===== config.mk =====
export PLATFORM = sky130hd
export DESIGN_NAME = bin2bcd_serial
export DESIGN_NICKNAME = d
export VERILOG_FILES = /design/src/rtl/bin2bcd_pkg.sv /design/src/rtl/bcd_digit_adj.sv /design/src/rtl/bin2bcd_serial.sv
export SDC_FILE = /design/constraint.sdc
export NUM_CORES = 1
export LEC_CHECK = 0
export BUFFER_PORTS_ARGS = -buffer_cell sky130_fd_sc_hd__buf_2
export CAP_MARGIN = 20
export CORE_ASPECT_RATIO = 0.6
export CORE_MARGIN = 1.5
export CORE_UTILIZATION = 33
export DETAILED_ROUTE_END_ITERATION = 16
export GPL_TIMING_DRIVEN = 0
export PLACE_DENSITY_LB_ADDON = 0.08
export SLEW_MARGIN = 30
export SYNTH_ARGS = -nofsm -noshare
export SYNTH_HDL_FRONTEND = slang
export SYNTH_SLANG_ARGS = --single-unit

===== constraint.sdc =====
create_clock -name clk -period 2.49 [get_ports clk]
set_clock_uncertainty 0.1 [all_clocks]
set_input_delay 0.249 -clock clk [delete_from_list [all_inputs] [get_ports clk]]
set_output_delay 0.249 -clock clk [all_outputs]
set_load 0.005 [all_outputs]

===== src/rtl/bin2bcd_pkg.sv =====
// Shared types and constants for the serial binary-to-BCD converter.
package bin2bcd_pkg;

  // Width of one packed BCD digit.
  localparam int BCD_DIGIT_W = 4;

  // Converter control states.
  typedef enum logic [1:0] {
    IDLE  = 2'd0,
    SHIFT = 2'd1,
    DONE  = 2'd2
  } state_t;

endpackage


===== src/rtl/bcd_digit_adj.sv =====
// One double-dabble digit correction: add 3 to a digit of 5 or more so the
// following left shift carries into the next decade.
module bcd_digit_adj
  import bin2bcd_pkg::*;
(
  input  logic [BCD_DIGIT_W-1:0] din,
  output logic [BCD_DIGIT_W-1:0] dout
);

  // Add-3 correction applied ahead of every shift.
  always_comb begin
    dout = (din >= 4'd5) ? din + 4'd3 : din;
  end

endmodule


===== src/rtl/bin2bcd_serial.sv =====
// Serial double-dabble binary-to-BCD converter: one bit per clock, optional
// two's complement input, sticky overflow saturating the result to all nines.
//
// Handshakes: a transfer happens on a rising edge where valid and ready are
// both high. in_ready is high only in IDLE, out_valid only in DONE; the result
// fields stay frozen while out_valid is high and out_ready is low.
module bin2bcd_serial
  import bin2bcd_pkg::*;
#(
  parameter int BIN_W  = 14,
  parameter int DIGITS = 4
) (
  input  logic                          clk,
  input  logic                          rst,
  input  logic                          in_valid,
  output logic                          in_ready,
  input  logic [BIN_W-1:0]              in_bin,
  input  logic                          in_signed,
  output logic                          out_valid,
  input  logic                          out_ready,
  output logic [BCD_DIGIT_W*DIGITS-1:0] out_bcd,
  output logic                          out_neg,
  output logic                          out_ovf,
  output state_t                        dbg_state
);

  localparam int CNT_W = $clog2(BIN_W + 1);
  localparam int ACC_W = BCD_DIGIT_W * DIGITS;

  state_t             state;
  logic [CNT_W-1:0]   cnt;
  logic [ACC_W-1:0]   acc;
  logic [ACC_W-1:0]   adj;
  logic [ACC_W-1:0]   acc_nxt;
  logic [ACC_W-1:0]   nines;
  logic [BIN_W-1:0]   mag;
  logic [BIN_W-1:0]   in_mag;
  logic               in_neg;
  logic               neg;
  logic               ovf;
  logic               ovf_nxt;

  // Per-digit add-3 correction and the saturation pattern.
  for (genvar g = 0; g < DIGITS; g++) begin : g_digit
    bcd_digit_adj u_adj (
      .din  (acc[g*BCD_DIGIT_W +: BCD_DIGIT_W]),
      .dout (adj[g*BCD_DIGIT_W +: BCD_DIGIT_W])
    );
    assign nines[g*BCD_DIGIT_W +: BCD_DIGIT_W] = 4'h9;
  end

  // Negating the signed minimum wraps to itself, which read unsigned is
  // exactly 2^(BIN_W-1), the magnitude wanted.
  assign in_neg  = in_signed & in_bin[BIN_W-1];
  assign in_mag  = in_neg ? -in_bin : in_bin;

  // {accumulator, magnitude} shifted left by one after correction; the bit
  // falling out of the top digit is lost precision, so it latches overflow.
  assign acc_nxt = {adj[ACC_W-2:0], mag[BIN_W-1]};
  assign ovf_nxt = ovf | adj[ACC_W-1];

  assign dbg_state = state;

  // Control FSM with datapath and registered handshake/result outputs.
  always_ff @(posedge clk) begin
    if (rst) begin
      state     <= IDLE;
      cnt       <= '0;
      acc       <= '0;
      mag       <= '0;
      neg       <= 1'b0;
      ovf       <= 1'b0;
      in_ready  <= 1'b1;
      out_valid <= 1'b0;
      out_bcd   <= '0;
      out_neg   <= 1'b0;
      out_ovf   <= 1'b0;
    end else begin
      case (state)
        IDLE: begin
          if (in_valid) begin
            mag      <= in_mag;
            neg      <= in_neg;
            acc      <= '0;
            ovf      <= 1'b0;
            cnt      <= CNT_W'(BIN_W);
            in_ready <= 1'b0;
            state    <= SHIFT;
          end
        end
        SHIFT: begin
          acc <= acc_nxt;
          mag <= {mag[BIN_W-2:0], 1'b0};
          ovf <= ovf_nxt;
          cnt <= cnt - CNT_W'(1);
          if (cnt == CNT_W'(1)) begin
            state     <= DONE;
            out_valid <= 1'b1;
            out_bcd   <= ovf_nxt ? nines : acc_nxt;
            out_ovf   <= ovf_nxt;
            out_neg   <= neg & (ovf_nxt | (acc_nxt != '0));
          end
        end
        DONE: begin
          if (out_ready) begin
            state     <= IDLE;
            out_valid <= 1'b0;
            in_ready  <= 1'b1;
          end
        end
        default: begin
          state     <= IDLE;
          in_ready  <= 1'b1;
          out_valid <= 1'b0;
        end
      endcase
    end
  end

endmodule


==> impl_results.md, run 1 <==
* Flop-to-flop setup slack at about 0.42 ns
* Met3 usage at 0.06909
* DRT iter0 DRCs at roughly 210
* HP Start: in_bin[0]
* Vias in the first global route at about 2,700
* Share of power burned in registers at 0.398
* Sw frac at 0.2479
* #FFs+latches synth at 58
* Max frequency at between 400 and 500 MHz
* Critical path required time at 2.64 ns
* GRT Residual Overflow at 0
* H-tree Lvls at 3
* Multi-input gate area at 1672 um2
* I/O pin cnt at slightly above 40
* Pwr dens at between 600 and 700 nW/um2
* Final Worst Setup Slack at 0.4212 ns
* Slew @ Worst Pin at ~0.65 ns
* Antenna Cells at 0
* Reg2reg path depth at 7
* Antenna Nets Post-Route at 0
* Total Wirelength at 9088 um
* Clock Pin Slew Worst Setup and Hold Paths at ~0.05 ns
* Worst-Skew Late Latency at about 0.34 ns
* Seq/Total Area, Yosys at 0.3889
* Number of flops mapped to enable cells by yosys at 0
* Synth Net Count at a little over 400
* CORE AREA at between 8000 and 9000 um2
* Core Util, Final at 0.4195
* Failing checks: DRC
* Setup crit start: acc[12]
* Predominant post-synthesis flop cell: dfxtp_1
* Vias at 2,858
* Relative slew slack at 0.5671
* Post-Route Setup TNS at 0 ns
* Worst-case clock buffer depth at 2
* Clock sink count at 58
* Die ar. at about 9600 um2
* CP Max Fanout at 10
* Worst setup endpoint: out_bcd[15]
* Worst setup SP type: register
* Die W at between 100 and 150 um
* Num rows at 26
* Worst setup EP type: register
* First drt pass iteration count at 10
* Top Family by Delay on Critical Path: simple AND/OR/NAND/NOR gates
* CTS tree: built
* Yosys warns at 0
* Finish-stage setup viols at 0
* Fin. max-slew vios at 0
* CP Buf/Inv Count at 2
* Port Buffer Count at 40
* Max-cap violations at 0
* Critical path cell sequence: inv_1 > ha_1 > nand2b_1 > nor3b_1 > a211oi_2 > buf_6 > a311oi_1
* First-pass GRT wire length at roughly 14,000 um
* Switching Power at 0.6196 mW
* Most used routing layer: met1
* Total GRT Usage at 0.2012
* Hold Crit Class: in2reg
* Detailed-placement wirelength estimate at 6715 um
* Per-instance average area after synthesis at approximately 8 um2
* Starting density of the core at 0.3450
* Register area at between 1000 and 1500 um2
* Non-Filler Cell Area, Final at around 3600 um2
* RSZ-0062 raised after global routing: no
* Largest net degree at the start of global routing at 11
* Data arrival, critical path at approximately 2.2 ns
* Leak at 1.418 nW
* Initial antenna violation count at 0
* Remaining DRCs at 3
* Gpl congestion at about 0.85
* Vias/cell at around 5.3
* WS Path Type: reg2reg
* DP Area at approximately 3300 um2
* Final worst-path cycle share at 0.8308
* Syn-to-layout area delta at 21.58%
* Post-layout minimum cycle time at roughly 2.1 ns
* Max incr delay on CP at between 0.4 and 0.5 ns
* Outcome: finished with violations
* DP Worst Slack at approximately 0.14 ns
* Yosys cell types at 44
* Share of cells above drive strength 1 at 0.1508
* CP max-delay cell: dfxtp_1
* Final hold vios at 0
* Mapped cell area at between 2000 and 3000 um2
* Nets at 456
* Met2 Track Usage GR at 0.2698
* Clock Power Share at 0.500
* Highest ir drop seen on vdd at about 0.00029 V
* Worst flop-to-flop path startpoint: acc[12]
* Routed wire per std cell at about 17 um
* Root buffer cell: clkbuf_16
* Die H at approximately 77 um
* Critical path depth at 7
* CTS hold repair buffers at 0
* Post-CTS Setup Inserts at 0
* Filler Cell Count at about 900
* CTS buffer count at 9
* Combinational share of power at 0.102
* M1 GR Usage at 0.3008
* Int Power at approximately 1.9 mW
* Cells after Synth at 375
* Asr flop ratio synth at 0
* Total power at 2.500 mW
* Reg-to-Reg End: out_bcd[15]
## worst min path at each step
stage	end	slack, ns	depth (start not counted)
2_1_floorplan	mag[0]	0.29	2
3_3_place_gp	out_bcd[14]	0.34	2
3_5_place_dp	out_bcd[6]	0.34	2
4_1_cts	mag[0]	0.09	3
5_1_grt	mag[0]	0.10	3
6_report	mag[0]	0.09	3
## what timing repair did
action | CTS | global route
hold endpoints to repair | 0 | 0
gates resized for setup | 0 | 1
endpoints found under the setup margin | 0 | 2
## power groups by stage
stage / clock (mW) / combinational, mW / sequential [mW]
after detailed placement: 0 / 0.253 / 1.01
after global placement: 0 / 0.251 / 1.01
after CTS: 1.27 / 0.254 / 0.994
after floorplan: 0 / 0.155 / 1.01
final: 1.25 / 0.255 / 0.995
after global routing: 1.33 / 0.285 / 0.998
## worst min-delay path, stage by stage
cell     delay [ns]
buf_2          0.12
nand2_1        0.05
a21oi_1        0.05
## cell usage in the layout, fill, tap and decap left out, drive strengths merged, types with 12 or more instances in the layout
cell	count
a22oi	12
a21oi	46
clkbuf	27
dfxtp	58
nor2	39
nand2	40
nor3	16
nand3	22
buf	49
inv	13
## cells by family after synthesis
family	count (synthesis)	share of synthesized area
fa+ha+maj	11	0.04610
compound gates	100	0.2049
simple gates	151	0.2469
xor+xnor	16	0.04694
mux	4	0.01341
buf+inv	35	0.05281
flops	58	0.3889
## layer usage
metal,vias to the layer above,share of wire
met5,-,0
met4,0,0.0067
met3,6,0.065
met2,62,0.40
met1,1354,0.53
li1,1436,-
## cells in the mapped netlist (all sizes together), types with 3 or more instances
master / n / area [um2]
a211oi: 3 / 27.52
a21oi: 46 / 230.2
a22oi: 12 / 90.09
a311oi: 5 / 43.79
a31oi: 9 / 56.30
buf: 9 / 60.05
clkbuf: 13 / 48.80
dfxtp: 58 / 1161
ha: 11 / 137.6
inv: 13 / 48.80
mux2i: 4 / 40.04
nand2: 40 / 150.1
nand2b: 11 / 68.82
nand3: 22 / 110.1
nor2: 39 / 146.4
nor3: 16 / 80.08
nor3b: 7 / 52.55
nor4: 5 / 46.29
o21ai: 11 / 58.81
o22ai: 5 / 31.28
xnor2: 7 / 61.31
xor2: 9 / 78.83
## state kept, by name, indices dropped and copies added (netlist names)
name,flops
out_neg,1
ovf,1
in_ready,1
out_valid,1
cnt,4
out_bcd,16
dbg_state,2
mag,14
out_ovf,1
acc,16
neg,1
## per-stage QoR
step / hold slack, ns / std cells
floorplan: 0.2850 / 375
CTS: 0.08561 / 543
detailed placement: 0.3422 / 527
global placement: 0.3399 / 527
global route: 0.1033 / 543
finish: 0.08913 / 543
## cell type report
| class | instances | share of cell area |
|---|---|---|
| well taps | 112 | 0.03861 |
| clock buffers | 14 | 0.07273 |
| plain buffers | 22 | 0.02999 |
| inverters | 13 | 0.01344 |
| flip-flops and latches | 58 | 0.3199 |
| multi-input cells | 282 | 0.4605 |
| repair buffers | 40 | 0.05515 |
| clock inverters | 2 | 0.009652 |
(Power assumes the default switching activity.)
==> run 2: changes to the inputs <==
--- a/config.mk
+++ b/config.mk
@@ -5,6 +5,7 @@
 export SDC_FILE = /design/constraint.sdc
 export NUM_CORES = 1
 export LEC_CHECK = 0
+export ABC_AREA = 1
 export BUFFER_PORTS_ARGS = -buffer_cell sky130_fd_sc_hd__buf_2
 export CAP_MARGIN = 20
 export CORE_ASPECT_RATIO = 0.6
==> constraint.sdc (replaced) <==
create_clock -name clk -period 2.17 [get_ports clk]
set_clock_uncertainty 0.1 [all_clocks]
set_input_delay 0.217 -clock clk [delete_from_list [all_inputs] [get_ports clk]]
set_output_delay 0.217 -clock clk [all_outputs]
set_load 0.005 [all_outputs]
==> impl_results.md, run 2 <==
* Synth area leaders: dfxtp_1, nand2_1, inv_1, a21oi_1, nand3_1
* Gpl congestion at 0.8340
* Vias/cell at ~4.8
* Worst-case clock buffer depth at 2
* Sw frac at 0.2343
* Max-cap violations at 0
* Yosys warns at 0
* Outcome: completed
* Yosys cell types at 38
* Synth Net Count at 469
* Largest net degree at the start of global routing at 12
* CORE AREA at approximately 9100 um2
* Share of cells above drive strength 1 at 0.2040
* Mapped cell area at ~3100 um2
* Slew @ Worst Pin at approximately 0.64 ns
* Total Wirelength at approximately 8600 um
* Flop-to-flop setup slack at around 0.25 ns
* Data arrival, critical path at ~2.0 ns
* XOR/XNOR Fraction of Synth Area at 0
* Register area at 1161 um2
* Placed insts at about 600
* Post-synthesis adder-cell area fraction at 0.04459
* Syn-to-layout area delta at 22.29%
* RSZ-0062 raised after global routing: no
* Biggest regs: acc x16, out_bcd x16, mag x14
* Detailed-placement wirelength estimate at 6562 um
* Port Buffer Count at 40
* Seq/Total Area, Yosys at 0.3762
* Starting density of the core at 0.3384
* WS Path Type: reg2reg
* Most frequent cells in the layout: nand2_1, dfxtp_1, inv_1, buf_2, a21oi_1
* Non-Filler Instances at a little over 600
* Post-layout minimum cycle time at ~1.9 ns
* CP Max Fanout at 6
* Worst-Skew Late Latency at between 0.3 and 0.4 ns
* Remaining DRCs at 0
* Switching Power at around 0.71 mW
* Initial antenna violation count at 0
* DRT iter0 DRCs at between 150 and 200
* Asr flop ratio synth at 0
* H-tree Lvls at 3
* CTS hold repair buffers at 0
* Multi-input gate area at roughly 1600 um2
* Reg-to-Reg End: out_neg
* Int Power at 2.320 mW
* Hold Path Stages at 4
* #FFs+latches synth at 58
* CTS tree: built
* Die W at 127.9 um
* Critical path required time at 2.25 ns
* Fin. max-slew vios at 0
* GRT Residual Overflow at 0
* I/O pin cnt at slightly above 40
* CTS buffer count at 9
* Predominant post-synthesis flop cell: dfxtp_1
* HP Start: rst
* Per-instance average area after synthesis at 7.031 um2
* Post-Route Setup TNS at 0 ns
* Antenna Nets Post-Route at 0
* Antenna Cells at 0
* Root buffer cell: clkbuf_16
* Number of flops mapped to enable cells by yosys at 0
* Nets at 520
* Synth Area in Simple Gates at 0.2979
* Top cell type's share of synthesized area at 0.3762
* Most frequent cell after synthesis: nand2_1
* Clock Power Share at 0.534
* Combinational share of power at 0.092
* Total GRT Usage at 0.1892
* Relative slew slack at 0.5736
* Final hold vios at 0
* Pwr dens at about 800 nW/um2
* Worst flop-to-flop path startpoint: acc[4]
* Reg2reg path depth at 13
* Cell taking the most area after synthesis: dfxtp_1
* Routed wire per std cell at about 14 um
* Worst setup SP type: register
* Synth top cells by count: nand2_1, dfxtp_1, inv_1, a21oi_1, nand3_1
* Largest family of logic cells by synthesized area: simple AND/OR/NAND/NOR gates
* Complex-gate fraction of the synthesized area at 0.1820
* Post_cts resized at 0
* Share of power burned in registers at 0.374
* Highest ir drop seen on vdd at roughly 0.00053 V
* First drt pass iteration count at 5
* Final worst-path cycle share at 0.8840
* Clock Pin Slew Worst Setup and Hold Paths at 0.06 ns
* Most common cell after layout, fill and taps aside: nand2_1
* Worst min-delay path endpoint: cnt[2]
* Die H at 77.92 um
* Clock sink count at between 50 and 60
* Post-CTS Setup Inserts at 0
* Vias in the first global route at about 2,900
* Filler Cell Count at roughly 950
* Leak at between 1.5 and 2 nW
* Mux share of post-synthesis cell area at 0
* Hold Crit Class: in2reg
* Die ar. at between 9000 and 10,000 um2
* Worst setup EP type: register
* Num rows at 27
* First-pass GRT wire length at 14,590 um
* Cells after Synth at about 440
* Finish-stage setup viols at 0
* Max frequency at between 500 and 600 MHz
* Vias at about 3,000
==> run 2: cell count changes after synthesis, moves of 8 or more <==
cell      before  now
a21oi_1       46   34
nand4_1        0    8
nand2_1       40  115
inv_1         13   52
nand3_1       22   30
nor3_1        16    5
xor2_1         9    0
nand2b_1      11    0
clkbuf_1      13    5
nor2_1        39   25
nand2_2        0   10
==> run 2: critical path, stage by stage (launching register included) <==
cell and delay, ns:
dfxtp_1 0.35, inv_1 0.08, ha_1 0.18, inv_1 0.04
nand2_1 0.15, nand3_1 0.12, nand2_1 0.08, nand2_1 0.12
nor2_1 0.21, nand2_1 0.08, nor2_1 0.09, nand2_1 0.06
nand2_1 0.06, a21oi_1 0.05
==> run 2: cells by family (layout without fill, tap and decap cells) <==
family                     after synthesis  count (layout)
AOI/OAI and AO/OA                       91              91
adders and majority gates               11              11
DFF                                     58              58
buffers and inverters                   74             130
and+or+nand+nor                        205             205
==> run 2: cell type report <==
cell class | count | area share
Buffer | 17 | 0.02453
Clock buffer | 9 | 0.05966
Clock inverter | 7 | 0.03116
Inverter | 57 | 0.05668
Multi-Input combinational cell | 307 | 0.4289
Sequential cell | 58 | 0.3076
Tap cell | 116 | 0.03845
Timing Repair Buffer | 40 | 0.05303
==> run 2: how the worst max path moves through the flow <==
| stage | from | end | slack (ns) | cells past startpoint |
|---|---|---|---|---|
| 2_1_floorplan | acc[12] | out_bcd[10] | 0.60 | 11 |
| 3_3_place_gp | acc[4] | out_neg | 0.32 | 13 |
| 3_5_place_dp | acc[4] | out_neg | 0.29 | 13 |
| 4_1_cts | acc[4] | out_neg | 0.28 | 13 |
| 5_1_grt | acc[4] | out_neg | 0.001 | 13 |
| 6_report | acc[4] | out_neg | 0.25 | 13 |
==> run 2: through the flow <==
stage	area, um2	hold WS, ns	util	power, mW	setup slack, ns
6_report	3775	0.06907	0.4139	3.029	0.2516
5_1_grt	3775	0.08847	0.4139	3.156	0.001443
4_1_cts	3775	0.05423	0.4139	3.060	0.2825
3_5_place_dp	3432	0.3439	0.3763	1.434	0.2872
3_3_place_gp	3432	0.3383	0.3763	1.432	0.3155
2_1_floorplan	3087	0.2653	-	1.332	0.6035
==> run 2: routing by layer <==
metal / share of wire / global-route usage
met5: 0 / 0
met4: 0.0081 / 0.03708
met3: 0.039 / 0.04759
met2: 0.38 / 0.2548
met1: 0.58 / 0.2969
==> run 2: power by group through the flow <==
| stage | registers [mW] | clock network, mW | logic [mW] |
|---|---|---|---|
| 4_1_cts | 1.13 | 1.65 | 0.280 |
| 6_report | 1.13 | 1.62 | 0.279 |
| 2_1_floorplan | 1.15 | 0 | 0.184 |
| 3_3_place_gp | 1.15 | 0 | 0.278 |
| 5_1_grt | 1.14 | 1.70 | 0.319 |
| 3_5_place_dp | 1.15 | 0 | 0.280 |
==> run 3: changes to the inputs <==
--- a/config.mk
+++ b/config.mk
@@ -9,11 +9,10 @@
 export BUFFER_PORTS_ARGS = -buffer_cell sky130_fd_sc_hd__buf_2
 export CAP_MARGIN = 20
 export CORE_ASPECT_RATIO = 0.6
-export CORE_MARGIN = 1.5
+export CORE_MARGIN = 4
 export CORE_UTILIZATION = 33
 export DETAILED_ROUTE_END_ITERATION = 16
 export GPL_TIMING_DRIVEN = 0
-export PLACE_DENSITY_LB_ADDON = 0.08
 export SLEW_MARGIN = 30
 export SYNTH_ARGS = -nofsm -noshare
 export SYNTH_HDL_FRONTEND = slang
==> impl_results.md, run 3 (same netlist as run 2, synthesis figures left out) <==
* Starting density of the core at 0.3372
* H-tree Lvls at 3
* Switching Power at a little under 0.7 mW
* Largest net degree at the start of global routing at 11
* Max-cap violations at 0
* Syn-to-layout area delta at 20.96%
* CTS buffer count at 9
* Fin. max-slew vios at 0
* Vias in the first global route at around 2,900
* Vias/cell at slightly below 5
* Worst setup EP type: register
* Worst setup SP type: register
* Most frequent cells in the layout: nand2_1, dfxtp_1, inv_1, buf_2, a21oi_1
* Root buffer cell: clkbuf_16
* CTS tree: built
* DP Area at ~3400 um2
* Data arrival, critical path at between 1.5 and 2 ns
* Die W at between 100 and 150 um
* Die H at just over 80 um
* Post-layout minimum cycle time at 1.847 ns
* WS Path Type: reg2reg
* Die ar. at between 10,000 and 15,000 um2
* Core Util, Final at 0.4078
* Remaining DRCs at 0
* Non-Filler Cell Area, Final at 3734 um2
* Clock sink count at 58
* Sw frac at 0.2501
* CP max-delay cell: dfxtp_1
* Hold Crit Class: in2reg
* Gpl congestion at around 0.86
* Nets at 520
* Clock Power Share at 0.487
* First drt pass iteration count at 5
* Leak at about 1.7 nW
* Post-Route Setup TNS at 0 ns
* Worst-Skew Late Latency at about 0.33 ns
* Share of cells above drive strength 1 at 0.2000
* Critical path cell sequence: inv_1 > ha_1 > inv_1 > nand2_1 > nand4_1 > nand2_1 > nor2_1 > nand2_1 > nor2_1 > nand2_1 > nand2_1 > a21oi_1
* Final worst-path cycle share at 0.8511
* CP most frequent cell: nand2_1
* Most common cell after layout, fill and taps aside: nand2_1
* Biggest regs: acc x16, out_bcd x16, mag x14
* Port Buffer Count at 40
* First-pass GRT wire length at about 14,000 um
* Max incr delay on CP at around 0.41 ns
* Detailed-placement wirelength estimate at approximately 6300 um
* Clock Pin Slew Worst Setup and Hold Paths at about 0.050 ns
* Slew @ Worst Pin at about 0.65 ns
* Critical path required time at around 2.3 ns
* Num rows at 27
* CORE AREA at between 9000 and 10,000 um2
* Combinational share of power at 0.101
* Max frequency at approximately 540 MHz
* Outcome: completed
* Relative slew slack at 0.5646
* Finish-stage setup viols at 0
* Share of power burned in registers at 0.412
* Antenna Nets Post-Route at 0
* Final hold vios at 0
* GRT Residual Overflow at 0
* I/O pin cnt at 41
* Pwr dens at between 700 and 800 nW/um2
* Vias at ~3,000
* Worst-case clock buffer depth at 2
* RSZ-0062 raised after global routing: no
* Int Power at just over 2 mW
* DRT iter0 DRCs at 180
* Initial antenna violation count at 0
* CTS hold repair buffers at 0
* Post_cts resized at 0
* CP Max Fanout at 5
* Total GRT Usage at 0.1580
* Routed wire per std cell at 13.28 um
* Post-CTS Setup Inserts at 0
* Antenna Cells at 0
* Highest ir drop seen on vdd at around 0.00035 V
* Total Wirelength at between 8000 and 9000 um
[run 3: cell count changes in the layout (fill, tap and decap cells not counted), sizes merged]
cell      delta
clkinvlp     -3
clkbuf       +5
clkinv       +1
bufinv       -3
[run 3: layout make-up]
type / instances / area, um2
inverters: 57 / 214.0
plain buffers: 17 / 92.59
well taps: 130 / 162.7
fillers: 941 / 5421
repair buffers: 40 / 200.2
flip-flops and latches: 58 / 1161
multi-input cells: 307 / 1619
clock inverters: 2 / 10.01
clock buffers: 14 / 274.0
[run 3: worst max-delay path, delay by kind of cell, from the launching register on]
family	cells	cell delay (ns)
fa+ha+maj	1	0.20
buf+inv	2	0.15
flops	1	0.41
simple gates	8	0.80
compound gates	1	0.05
[run 3: metal layers]
| layer | up-vias | wire length (um) | GRT usage |
|---|---|---|---|
| li1 | 1555 | - | - |
| met1 | 1392 | 4317 | 0.2172 |
| met2 | 59 | 3495 | 0.2316 |
| met3 | 7 | 438 | 0.06416 |
| met4 | 0 | 46 | 0.03491 |
| met5 | - | 0 | 0 |
[run 3: stage by stage]
stage	cells	power (mW)	worst slack [ns]	hold slack, ns
after floorplan	439	1.332	0.6035	0.2653
after global placement	609	1.423	0.3847	0.3347
after detailed placement	609	1.429	0.3308	0.3412
after CTS	625	2.775	0.3143	0.06355
after global routing	625	2.876	0.04545	0.07627
final	625	2.753	0.3230	0.07286
[run 3: worst paths after layout]
kind,from,endpoint,slack (ns),depth (start not counted)
worst max-delay path,acc[0],out_neg,0.32,12
worst min-delay path,in_bin[0],mag[0],0.07,3
worst max register to register,acc[0],out_neg,0.32,12
worst min register to register,in_ready,in_ready,0.35,2
[run 3: power groups by stage]
| stage | clock network [mW] | registers [mW] | logic, mW |
|---|---|---|---|
| 2_1_floorplan | 0 | 1.15 | 0.184 |
| 3_3_place_gp | 0 | 1.15 | 0.270 |
| 3_5_place_dp | 0 | 1.15 | 0.276 |
| 4_1_cts | 1.36 | 1.13 | 0.277 |
| 5_1_grt | 1.43 | 1.14 | 0.313 |
| 6_report | 1.34 | 1.13 | 0.279 |
